--- config.mk ---
export PLATFORM = sky130hd
export DESIGN_NAME = multi_rate_divider_flat
export DESIGN_NICKNAME = d
export VERILOG_FILES = /design/src/rtl/rate_div_pkg.sv /design/src/rtl/multi_rate_divider_if.sv /design/src/rtl/rate_div_channel.sv /design/src/rtl/multi_rate_divider.sv /design/src/flat_wrapper.sv
export SDC_FILE = /design/constraint.sdc
export NUM_CORES = 1
export LEC_CHECK = 0
export ABC_AREA = 1
export BUFFER_PORTS_ARGS = -buffer_cell sky130_fd_sc_hd__buf_4
export CORE_MARGIN = 10
export CORE_UTILIZATION = 45
export CTS_BUF_LIST = sky130_fd_sc_hd__clkbuf_16
export DETAILED_ROUTE_END_ITERATION = 10
export PLACE_DENSITY_LB_ADDON = 0.25
export SLEW_MARGIN = 10
export SYNTH_ARGS = -nofsm -noshare
export SYNTH_HDL_FRONTEND = slang
export SYNTH_HIERARCHICAL = 1
export SYNTH_SLANG_ARGS = --single-unit
--- constraint.sdc ---
create_clock -name iClock -period 2.2 [get_ports iClock]
set_input_delay 0.22 -clock iClock [delete_from_list [all_inputs] [get_ports iClock]]
set_output_delay 0.22 -clock iClock [all_outputs]
set_load 0.05 [all_outputs]
--- src/rtl/rate_div_pkg.sv ---
// Shared constants and elaboration-time helpers for the multi-rate divider.
package rate_div_pkg;

  localparam int   DEF_CNT_W     = 29;
  localparam logic CFG_IMMEDIATE = 1'b0;
  localparam logic CFG_DEFER     = 1'b1;

  function automatic int clog2(input int n);
    int r;
    r = 0;
    while ((1 << r) < n) begin
      r++;
    end
    return r;
  endfunction

  // A single channel still needs a one-bit select so the config port keeps a width.
  function automatic int ch_width(input int n);
    return (n > 1) ? clog2(n) : 1;
  endfunction

endpackage

--- src/rtl/multi_rate_divider_if.sv ---
// Config write port: valid/ready handshake carrying channel, divisor and defer flag.
interface multi_rate_divider_if
  import rate_div_pkg::*;
#(
  parameter int NUM_CH = 4,
  parameter int CNT_W  = DEF_CNT_W
);
  localparam int CH_W = ch_width(NUM_CH);

  logic             iCfgValid;
  logic             oCfgReady;
  logic [CH_W-1:0]  iCfgCh;
  logic [CNT_W-1:0] iCfgDiv;
  logic             iCfgDefer;
  logic             oCfgErr;

  modport master (
    output iCfgValid, iCfgCh, iCfgDiv, iCfgDefer,
    input  oCfgReady, oCfgErr
  );

  modport slave (
    input  iCfgValid, iCfgCh, iCfgDiv, iCfgDefer,
    output oCfgReady, oCfgErr
  );

endinterface

--- src/rtl/rate_div_channel.sv ---
// One programmable divider: down-counter with reload, enable pulse and square wave,
// plus a pending divisor that takes effect at the next terminal count.
module rate_div_channel
  import rate_div_pkg::*;
#(
  parameter int               CNT_W     = DEF_CNT_W,
  parameter logic [CNT_W-1:0] RESET_DIV = '0
) (
  input  logic             iClock,
  input  logic             iReset,
  input  logic             iRun,
  input  logic             iSync,
  input  logic             iWrEn,
  input  logic             iWrDefer,
  input  logic [CNT_W-1:0] iWrDiv,
  output logic             oEnable,
  output logic             oWave
);

  logic [CNT_W-1:0] cnt;
  logic [CNT_W-1:0] div;
  logic [CNT_W-1:0] pend;
  logic [CNT_W-1:0] eff;
  logic             pendVld;

  assign eff = pendVld ? pend : div;

  // Reload value for a divisor; an off divisor parks the counter at zero.
  function automatic logic [CNT_W-1:0] reloadOf(input logic [CNT_W-1:0] n);
    return (n == '0) ? '0 : n - CNT_W'(1);
  endfunction

  always_ff @(posedge iClock) begin
    if (iReset) begin
      cnt     <= '0;
      div     <= RESET_DIV;
      pend    <= RESET_DIV;
      pendVld <= 1'b0;
      oEnable <= 1'b0;
      oWave   <= 1'b0;
    end else if (iSync) begin
      div     <= eff;
      pendVld <= 1'b0;
      cnt     <= reloadOf(eff);
      oEnable <= 1'b0;
      oWave   <= 1'b0;
    end else if (iWrEn && iWrDefer == CFG_IMMEDIATE) begin
      div     <= iWrDiv;
      cnt     <= reloadOf(iWrDiv);
      pendVld <= 1'b0;
      oEnable <= 1'b0;
    end else begin
      if (iRun && div != '0) begin
        if (cnt == '0) begin
          cnt     <= reloadOf(eff);
          div     <= eff;
          pendVld <= 1'b0;
          oEnable <= 1'b1;
          oWave   <= ~oWave;
        end else begin
          cnt     <= cnt - CNT_W'(1);
          oEnable <= 1'b0;
        end
      end else begin
        oEnable <= 1'b0;
      end
      // A deferred write on a terminal-count edge must survive that reload,
      // so it is assigned after the count logic.
      if (iWrEn) begin
        pend    <= iWrDiv;
        pendVld <= 1'b1;
      end
    end
  end

endmodule

--- src/rtl/multi_rate_divider.sv ---
// NUM_CH independent rate dividers sharing one clock, run and sync; the top decodes
// config writes to a channel and flags writes aimed at a channel that does not exist.
module multi_rate_divider
  import rate_div_pkg::*;
#(
  parameter int          NUM_CH    = 4,
  parameter int          CNT_W     = DEF_CNT_W,
  parameter int unsigned RESET_DIV = 0
) (
  input  logic               iClock,
  input  logic               iReset,
  input  logic               iRun,
  input  logic               iSync,
  multi_rate_divider_if.slave cfg,
  output logic [NUM_CH-1:0]  oEnable,
  output logic [NUM_CH-1:0]  oWave
);

  localparam int CH_W = ch_width(NUM_CH);

  logic readyQ;
  logic errQ;
  logic accept;
  logic chOk;

  // Sync owns the edge it is asserted on, so config is refused for that cycle.
  assign cfg.oCfgReady = readyQ & ~iSync;
  assign cfg.oCfgErr   = errQ;
  assign accept        = cfg.iCfgValid & cfg.oCfgReady;
  assign chOk          = 32'(cfg.iCfgCh) < NUM_CH;

  always_ff @(posedge iClock) begin
    if (iReset) begin
      readyQ <= 1'b0;
      errQ   <= 1'b0;
    end else begin
      readyQ <= 1'b1;
      errQ   <= accept & ~chOk;
    end
  end

  for (genvar c = 0; c < NUM_CH; c++) begin : g_ch
    logic wrEn;
    assign wrEn = accept && chOk && (cfg.iCfgCh == CH_W'(c));

    rate_div_channel #(
      .CNT_W     (CNT_W),
      .RESET_DIV (CNT_W'(RESET_DIV))
    ) u_ch (
      .iClock   (iClock),
      .iReset   (iReset),
      .iRun     (iRun),
      .iSync    (iSync),
      .iWrEn    (wrEn),
      .iWrDefer (cfg.iCfgDefer),
      .iWrDiv   (cfg.iCfgDiv),
      .oEnable  (oEnable[c]),
      .oWave    (oWave[c])
    );
  end

endmodule
--- src/flat_wrapper.sv ---
// flat-port wrapper written by rule: the top's interface ports become plain ports
module multi_rate_divider_flat import rate_div_pkg::*;
#(
  parameter int          NUM_CH    = 4,
  parameter int          CNT_W     = DEF_CNT_W,
  parameter int unsigned RESET_DIV = 0
)
  (iClock, iReset, iRun, iSync, oEnable, oWave, cfg_iCfgValid, cfg_iCfgCh, cfg_iCfgDiv, cfg_iCfgDefer, cfg_oCfgReady, cfg_oCfgErr);
  multi_rate_divider_if #(.NUM_CH(NUM_CH), .CNT_W(CNT_W)) cfg_i ();
  input  logic iClock;
  input  logic iReset;
  input  logic iRun;
  input  logic iSync;
  output logic [NUM_CH-1:0] oEnable;
  output logic [NUM_CH-1:0] oWave;
  input wire logic [$bits(cfg_i.iCfgValid)-1:0] cfg_iCfgValid;
  input wire logic [$bits(cfg_i.iCfgCh)-1:0] cfg_iCfgCh;
  input wire logic [$bits(cfg_i.iCfgDiv)-1:0] cfg_iCfgDiv;
  input wire logic [$bits(cfg_i.iCfgDefer)-1:0] cfg_iCfgDefer;
  output wire logic [$bits(cfg_i.oCfgReady)-1:0] cfg_oCfgReady;
  output wire logic [$bits(cfg_i.oCfgErr)-1:0] cfg_oCfgErr;
  assign cfg_i.iCfgValid = cfg_iCfgValid;
  assign cfg_i.iCfgCh = cfg_iCfgCh;
  assign cfg_i.iCfgDiv = cfg_iCfgDiv;
  assign cfg_i.iCfgDefer = cfg_iCfgDefer;
  assign cfg_oCfgReady = cfg_i.oCfgReady;
  assign cfg_oCfgErr = cfg_i.oCfgErr;
  multi_rate_divider #(.NUM_CH(NUM_CH), .CNT_W(CNT_W), .RESET_DIV(RESET_DIV)) u_core (.iClock(iClock), .iReset(iReset), .iRun(iRun), .iSync(iSync), .cfg(cfg_i), .oEnable(oEnable), .oWave(oWave));
endmodule
Word level (Yosys, flattened, before mapping):

Cells that the tools add are included.
Widths: inputs -> output; s select.

* register bits after elaboration: 361
* input bits: 37
* output and inout bits: 10
* logic and storage cells: 178

* $add $sub $neg: 9
* equality and inequality tests: 3
* mux-type cells: 58
* bitwise logic cells: 16
* reduce and logical (&&, ||, !) cells: 67

Operator list (number)
* $mux 29: 41
* $logic_not 29->1: 9
* $sub 29x1->29 const B: 9
* $reduce_bool 29->1: 4
* $reduce_and 3->1: 8
* $reduce_bool 3->1: 8
* $mux 1: 17
* $reduce_and 2->1: 8
* $reduce_bool 2->1: 8
* $reduce_or 4->1: 4
* $not 1->1: 14
* $logic_and 1x1->1: 12
* $reduce_or 3->1: 4
* $eq 2x2->1 const B: 2
* $and 1x1->1: 2
* $eq 2x1->1 const B: 1
* $logic_not 2->1: 1
* $reduce_or 2->1: 1

Longest topological paths before layout:

* depth in word-level cells: 7
* gate-level depth with buffers: 19
* depth with buffers taken out: 16

Cells and area by module:

Netlist, hierarchy kept.

By module, submodules not included
* rate_div_channel (u_core.g_ch[2].u_ch ...): instances 2, cells an instance 1265, area each 7405.9 um^2, seq. area each 1801.7 um^2
* rate_div_channel (u_core.g_ch[1].u_ch): instances 1, cells an instance 1252, area each 7314.5 um^2, seq. area each 1801.7 um^2
* rate_div_channel (u_core.g_ch[0].u_ch): instances 1, cells an instance 1232, area each 7195.7 um^2, seq. area each 1801.7 um^2
* multi_rate_divider: instances 1, cells an instance 18, area each 93.8 um^2, seq. area each 20.0 um^2

Worst setup path before layout:

No wires, ideal clock.

* kind: flip-flop to flip-flop
* start: register u_core.g_ch[2].u_ch.pendVld
* end: register u_core.g_ch[2].u_ch.cnt[10]
* setup time: 117 ps
* arrival time: 1982 ps
* data required time: 2083 ps
* path slack: 101 ps
* stages on the path, launching flop included: 18
* path buffers: 2
* clock period less this slack: 2099 ps
* path through: dfxtp_1 > buf_6 > buf_6 > o21ai_2 > inv_1 > ha_1 > inv_1 > nor2_4 > nand2_2 > inv_2 > nand2_1 > nand2_1 > nand3_1 > nand2_1 > nand3_1 > nand2_1 > nor2_1 > nor2_1

* longest elaborated chain between the ends: 7
* elaborated cells between the ends (all ways): 8
* classes of those cells: add/sub (1); mux (6); reduce/logical (1)

Ends and longest elaborated chain
* start, declared: RTL line rate_div_channel.sv:24 `logic pendVld;`
* start signal, assigned: RTL line rate_div_channel.sv:38 `pendVld <= 1'b0;`
* start signal, assigned: RTL line rate_div_channel.sv:43 `pendVld <= 1'b0;`
* start signal, assigned: RTL line rate_div_channel.sv:50 `pendVld <= 1'b0;`
* $mux 29 *: RTL line rate_div_channel.sv:26 `assign eff = pendVld ? pend : div;`
* $sub 29x1->29 / $logic_not 29->1 (equally long branches): RTL line rate_div_channel.sv:30 `return (n == '0) ? '0 : n - CNT_W'(1);`
* $mux 29 *: RTL line rate_div_channel.sv:30
* $mux 29: RTL line rate_div_channel.sv:54 `if (cnt == '0) begin`
* $mux 29: RTL line rate_div_channel.sv:53 `if (iRun && div != '0) begin`
* $mux 29: RTL line rate_div_channel.sv:47 `end else if (iWrEn && iWrDefer == CFG_IMMEDIATE) begin`
* $mux 29 *: RTL line rate_div_channel.sv:41 `end else if (iSync) begin`
* end signal, assigned: RTL line rate_div_channel.sv:44 `cnt <= reloadOf(eff);`
* end signal, assigned: RTL line rate_div_channel.sv:49 `cnt <= reloadOf(iWrDiv);`
* end signal, assigned: RTL line rate_div_channel.sv:55 `cnt <= reloadOf(eff);`
* end, declared: RTL line rate_div_channel.sv:20 `logic [CNT_W-1:0] cnt;`

Every way passes the cells marked *; elsewhere a longest branch is shown, timed or not. The select of a mux whose other input is x is not followed.
A chain may end at the register's enable or synchronous reset.

Worst setup path in the final report:

* start: register u_core.g_ch[0].u_ch.pendVld
* end: register u_core.g_ch[0].u_ch.cnt[27]

* longest elaborated chain between the ends: 7
* elaborated cells between the ends (all ways): 8
* classes of those cells: add/sub (1); mux (6); reduce/logical (1)

Ends and longest elaborated chain (RTL line)
* start, declared: rate_div_channel.sv:24
* start signal, assigned: rate_div_channel.sv:38
* start signal, assigned: rate_div_channel.sv:43
* start signal, assigned: rate_div_channel.sv:50
* $mux 29 *: rate_div_channel.sv:26
* $sub 29x1->29 / $logic_not 29->1 (equally long branches): rate_div_channel.sv:30
* $mux 29 *: rate_div_channel.sv:30
* $mux 29: rate_div_channel.sv:54
* $mux 29: rate_div_channel.sv:53
* $mux 29: rate_div_channel.sv:47
* $mux 29 *: rate_div_channel.sv:41
* end signal, assigned: rate_div_channel.sv:44
* end signal, assigned: rate_div_channel.sv:49
* end signal, assigned: rate_div_channel.sv:55
* end, declared: rate_div_channel.sv:20

Marks and branches as above.

==> results.txt <==
The power per standard cell area came out at 622 mW/mm^2. The initial utilization of the core area, before any placement, comes to 45.5%. By instance count, the cell type seen most on the critical path is sky130_fd_sc_hd__nand2_1. After layout, the design draws a total of 24.2 mW. The worst slew margin relative to its limit came out at 62.2%. In this run, synthesis produced a sequential element count of 361.

The number of flops mapped to enable cells by yosys came out at 0. By startpoint and endpoint, the worst setup path is classified as flip-flop to flip-flop. The cell count of the worst reg-to-reg path is 16. The count of buffer and inverter cells on the critical path came out at 3. The final count of negative-setup-slack endpoints came out at 7. The number of port buffers is 45. The CTS buffer count came out at 45. The share of Yosys cell area claimed by the top area cell type came out at 24.6%. Relative to the synthesized area, the layout overhead comes to 32.5%.

The core box area came out at 0.0646 sq mm. The synthesized instance count came out at 5032. The CTS tree is built. The pin slew with the least headroom to its limit came out at 561 ps.

The number of logic stages on the critical path including buffering is 16. The number of detailed-routing iterations run before antenna repair came out at 6. The final period demand of the worst path came out at 2310 ps. The later-pin clock latency in the skew report came out at 610 ps. The fraction of layout instances using a drive strength above 1 is 24.6%.

The number of slew-limit violations in the final report came to 0. Across the VDD grid, the largest voltage drop is 0.674 mV. The summed instance area of the synthesized netlist is 0.0294 sq mm.

The largest total area in the synthesized netlist belongs to sky130_fd_sc_hd__dfxtp_1. The multiplexer area fraction after synthesis came out at 0%. The async set or reset register ratio after synthesis is 0%.

The sequential fraction of the synthesis area is 24.6%. The per-cell routed wire length is 19.6 um. The number of remaining DRC errors came out at 0.

The post-route worst setup slack is -105 ps. The final period utilization came out at 105%. The net count of the mapped netlist is 5085. The standard-cell row count came out at 93. STA classifies the critical path endpoint as a flip-flop. The number of cells in the design after placement is 6265. The final antenna-violating net count is 0. The initial antenna violation count came to 0. The post-synthesis share of cell area spent on and, or, nand and nor gates is 40.1%.

The cell chosen for the clock root is sky130_fd_sc_hd__clkbuf_16. The data arrival time of the critical path came out at 2810 ps. The total negative slack came out at -269 ps. The wire length of the first global-routing pass came out at 185000 um. The worst-case clock skew is 21.4 ps. The post-route non-filler standard cell count is 6437. The post-layout utilization of the core is 60.3%. The final net count is 5601. The setup slack of the worst register-to-register path came out at -110 ps.

The post-place instance area came out at 0.0342 sq mm. The static leakage came out at 17.8 nW. The most frequently used cell type in the post-synthesis netlist is sky130_fd_sc_hd__nand2_1. The number of global-route vias before repair is 32.9k. The number of different library cells in the post-synthesis netlist is 50.

Setup repair after global routing could not meet its margin everywhere. After synthesis, the largest family of logic cells by area is simple AND/OR/NAND/NOR gates. Detailed routing inserted a total of 36.2k vias. By area the synthesized netlist is led by sky130_fd_sc_hd__dfxtp_1 (25%), sky130_fd_sc_hd__nand2_1 (16%), sky130_fd_sc_hd__nor2_1 (9.6%), sky130_fd_sc_hd__o21ai_0 (9.5%), sky130_fd_sc_hd__inv_1 (6.9%).

In this run the critical register-to-register path is launched from u_core/g_ch[0].u_ch/pendVld. Among all flip-flop cells after synthesis, the most frequent one is sky130_fd_sc_hd__dfxtp_1. The final reports fail on setup timing. On the critical path, the stage with the largest delay is an instance of sky130_fd_sc_hd__dfxtp_4.

The global route total overflow came out at 0. The compound-gate portion of the synthesized area came out at 18.0%. For this run, the total global-route usage over all layers was measured as 30.8%. The total half-perimeter wirelength after legalization and detailed placement is 88800 um. The number of ports placed on the die boundary came out at 47.

In the routed layout, each cell is associated on average with a via count of 5.62. In this run the worst hold path is classified as input port to flip-flop. From bottom edge to top edge, the die measures 276 um. The clock net in this run drives a total of 361 sinks. The highest cell delay on the worst timing path came out at 430 ps.

Clock-pin slew was measured on the worst setup and hold paths at 60 ps. The critical path starts at u_core/g_ch[0].u_ch/pendVld. In this run the critical register-to-register path is captured at u_core/g_ch[0].u_ch/cnt[27]. A synthesized cell averages 5.85 sq um. The fmax is 434 MHz. The xor/xnor cell area share of the yosys netlist is 5.54%. Summing all non-filler instances in the final layout gives an area of 0.0390 sq mm. Entering global routing, the biggest net connects 88 pins. The warning count from the yosys run came out at 6.

For this block, the routed nets add up to 126000 um of wire. The synthesized netlist devotes 0.681% of its cell area to adder and majority cells. The worst setup path is launched from a flip-flop. Across the run, the number of max-cap violations was 0.

The flow ran to the end, but the final reports show violations. The final number of hold-violating endpoints came to 0. In this run the horizontal extent of the chip is 276 um. The required time of the critical path came out at 2700 ps. The critical path goes through clkbuf_16 > buf_8 > nand2_1 > nand2_4 > nand2_4 > nor2_4 > buf_4 > nand2_1 > nor2_1 > nand2_1 > nand2_1 > nand2_2 > nand3_1 > nand2_1 > nor2_2 > a21oi_2. In this run the worst path has a maximum fanout of 7. The overall die area came out at 0.0760 sq mm.

The critical path ends at u_core/g_ch[0].u_ch/cnt[27]. The clock tree buffer depth came out at 3. Counting instances in the post-synthesis netlist gives the leading cell types as sky130_fd_sc_hd__nand2_1 (1216), sky130_fd_sc_hd__nor2_1 (752), sky130_fd_sc_hd__o21ai_0 (560). The deepest level of the CTS H-tree is 2. On the critical path the largest part of the delay comes from simple AND/OR/NAND/NOR gates. The detailed router finished its first iteration with 4305 violations.

The global placement routability congestion came out at 1.03.
power breakdown:
part	internal [mW]	leakage, nW	switching, mW
clock network	4.90	0.768	3.30
logic	3.24	14.1	5.43
registers	6.96	2.96	0.390
total	15.1	17.8	9.12
layout make-up:
type,count,area [sq um]
inverters,567,2250
clock inverters,35,443
clock buffers,45,1130
well taps,855,1070
repair inverters,5,67.6
diodes,1,2.50
multi-input cells,3913,20800
fillers,6253,25600
flip-flops and latches,361,7250
repair buffers,655,5930
how the worst min path moves through the flow:
| stage | slack, ps | depth (start not counted) | to | startpoint |
|---|---|---|---|---|
| floorplan | 280 | 1 | u_core/readyQ | iReset |
| global placement | 440 | 2 | u_core/g_ch[0].u_ch/pend[22] | u_core/g_ch[0].u_ch/pend[22] |
| detailed placement | 440 | 2 | u_core/g_ch[2].u_ch/pend[4] | u_core/g_ch[2].u_ch/pend[4] |
| CTS | 5 | 3 | u_core/g_ch[1].u_ch/pend[28] | cfg_iCfgDiv[28] |
| global route | 40 | 3 | u_core/g_ch[3].u_ch/pend[28] | cfg_iCfgDiv[28] |
| finish | 40 | 3 | u_core/g_ch[1].u_ch/pend[28] | cfg_iCfgDiv[28] |
layout by cell type (no fill, tap or decap), types with 17 or more instances in the layout:
cell type	instances
sky130_fd_sc_hd__xnor2_1	51
sky130_fd_sc_hd__nand2_1	1090
sky130_fd_sc_hd__nor2_1	641
sky130_fd_sc_hd__nand3_2	53
sky130_fd_sc_hd__buf_4	548
sky130_fd_sc_hd__dfxtp_1	354
sky130_fd_sc_hd__o22ai_1	17
sky130_fd_sc_hd__buf_6	38
sky130_fd_sc_hd__nand2_4	58
sky130_fd_sc_hd__nand2_2	179
sky130_fd_sc_hd__nand3_1	274
sky130_fd_sc_hd__o21ai_1	59
sky130_fd_sc_hd__a21oi_1	345
sky130_fd_sc_hd__inv_1	522
sky130_fd_sc_hd__buf_12	45
sky130_fd_sc_hd__inv_2	34
sky130_fd_sc_hd__nor3_1	38
sky130_fd_sc_hd__o21ai_2	18
sky130_fd_sc_hd__nor2_2	101
sky130_fd_sc_hd__nand4_1	86
sky130_fd_sc_hd__xor2_1	129
sky130_fd_sc_hd__clkbuf_16	59
sky130_fd_sc_hd__nor2_4	94
sky130_fd_sc_hd__o21ai_0	533
kinds of logic (layout without fill, tap and decap cells):
kind of cell / Yosys count / count (layout)
flops: 361 / 361
compound gates: 1029 / 1029
xor+xnor: 186 / 186
other cells: 1 / 2
fa+ha+maj: 16 / 16
buf+inv: 759 / 1307
simple gates: 2680 / 2681
registers in the layout, indices dropped and copies added (netlist names):
signal,cells
u_core/g_ch.u_ch/pendVld,4
u_core/g_ch.u_ch/oEnable,4
u_core/g_ch.u_ch/oWave,4
u_core/readyQ,1
u_core/g_ch.u_ch/div,116
u_core/g_ch.u_ch/pend,116
u_core/g_ch.u_ch/cnt,116
routing by layer:
layer	vias to the layer above	track usage (%)	wire, um
met5	-	0	0
met4	0	12.7	5730
met3	344	5.97	13000
met2	1860	48.5	55600
met1	16700	40.7	51800
li1	17300	-	-
through the flow:
| step | hold slack [ps] | setup WS (ps) |
|---|---|---|
| 3_5_place_dp | 444 | -247 |
| 4_1_cts | 5.25 | -33.0 |
| 3_3_place_gp | 437 | -256 |
| 5_1_grt | 38.5 | -176 |
| 2_1_floorplan | 277 | 101 |
| 6_report | 41.7 | -105 |
timing repair:
| action | CTS | global route |
|---|---|---|
| pin swaps | 11 | 168 |
| cloned | 1 | 20 |
| hold buffers | 1 | 0 |
| setup endpoints to repair | 159 | 244 |
| hold endpoints to repair | 4 | 0 |
| gates resized for setup | 50 | 564 |
| buffers inserted | 9 | 60 |
worst min-delay path: stages:
cell	delay, ps
sky130_fd_sc_hd__buf_4	190
sky130_fd_sc_hd__nand3_1	120
sky130_fd_sc_hd__a21oi_1	60
No activity file was read; power rests on OpenSTA's default activity.
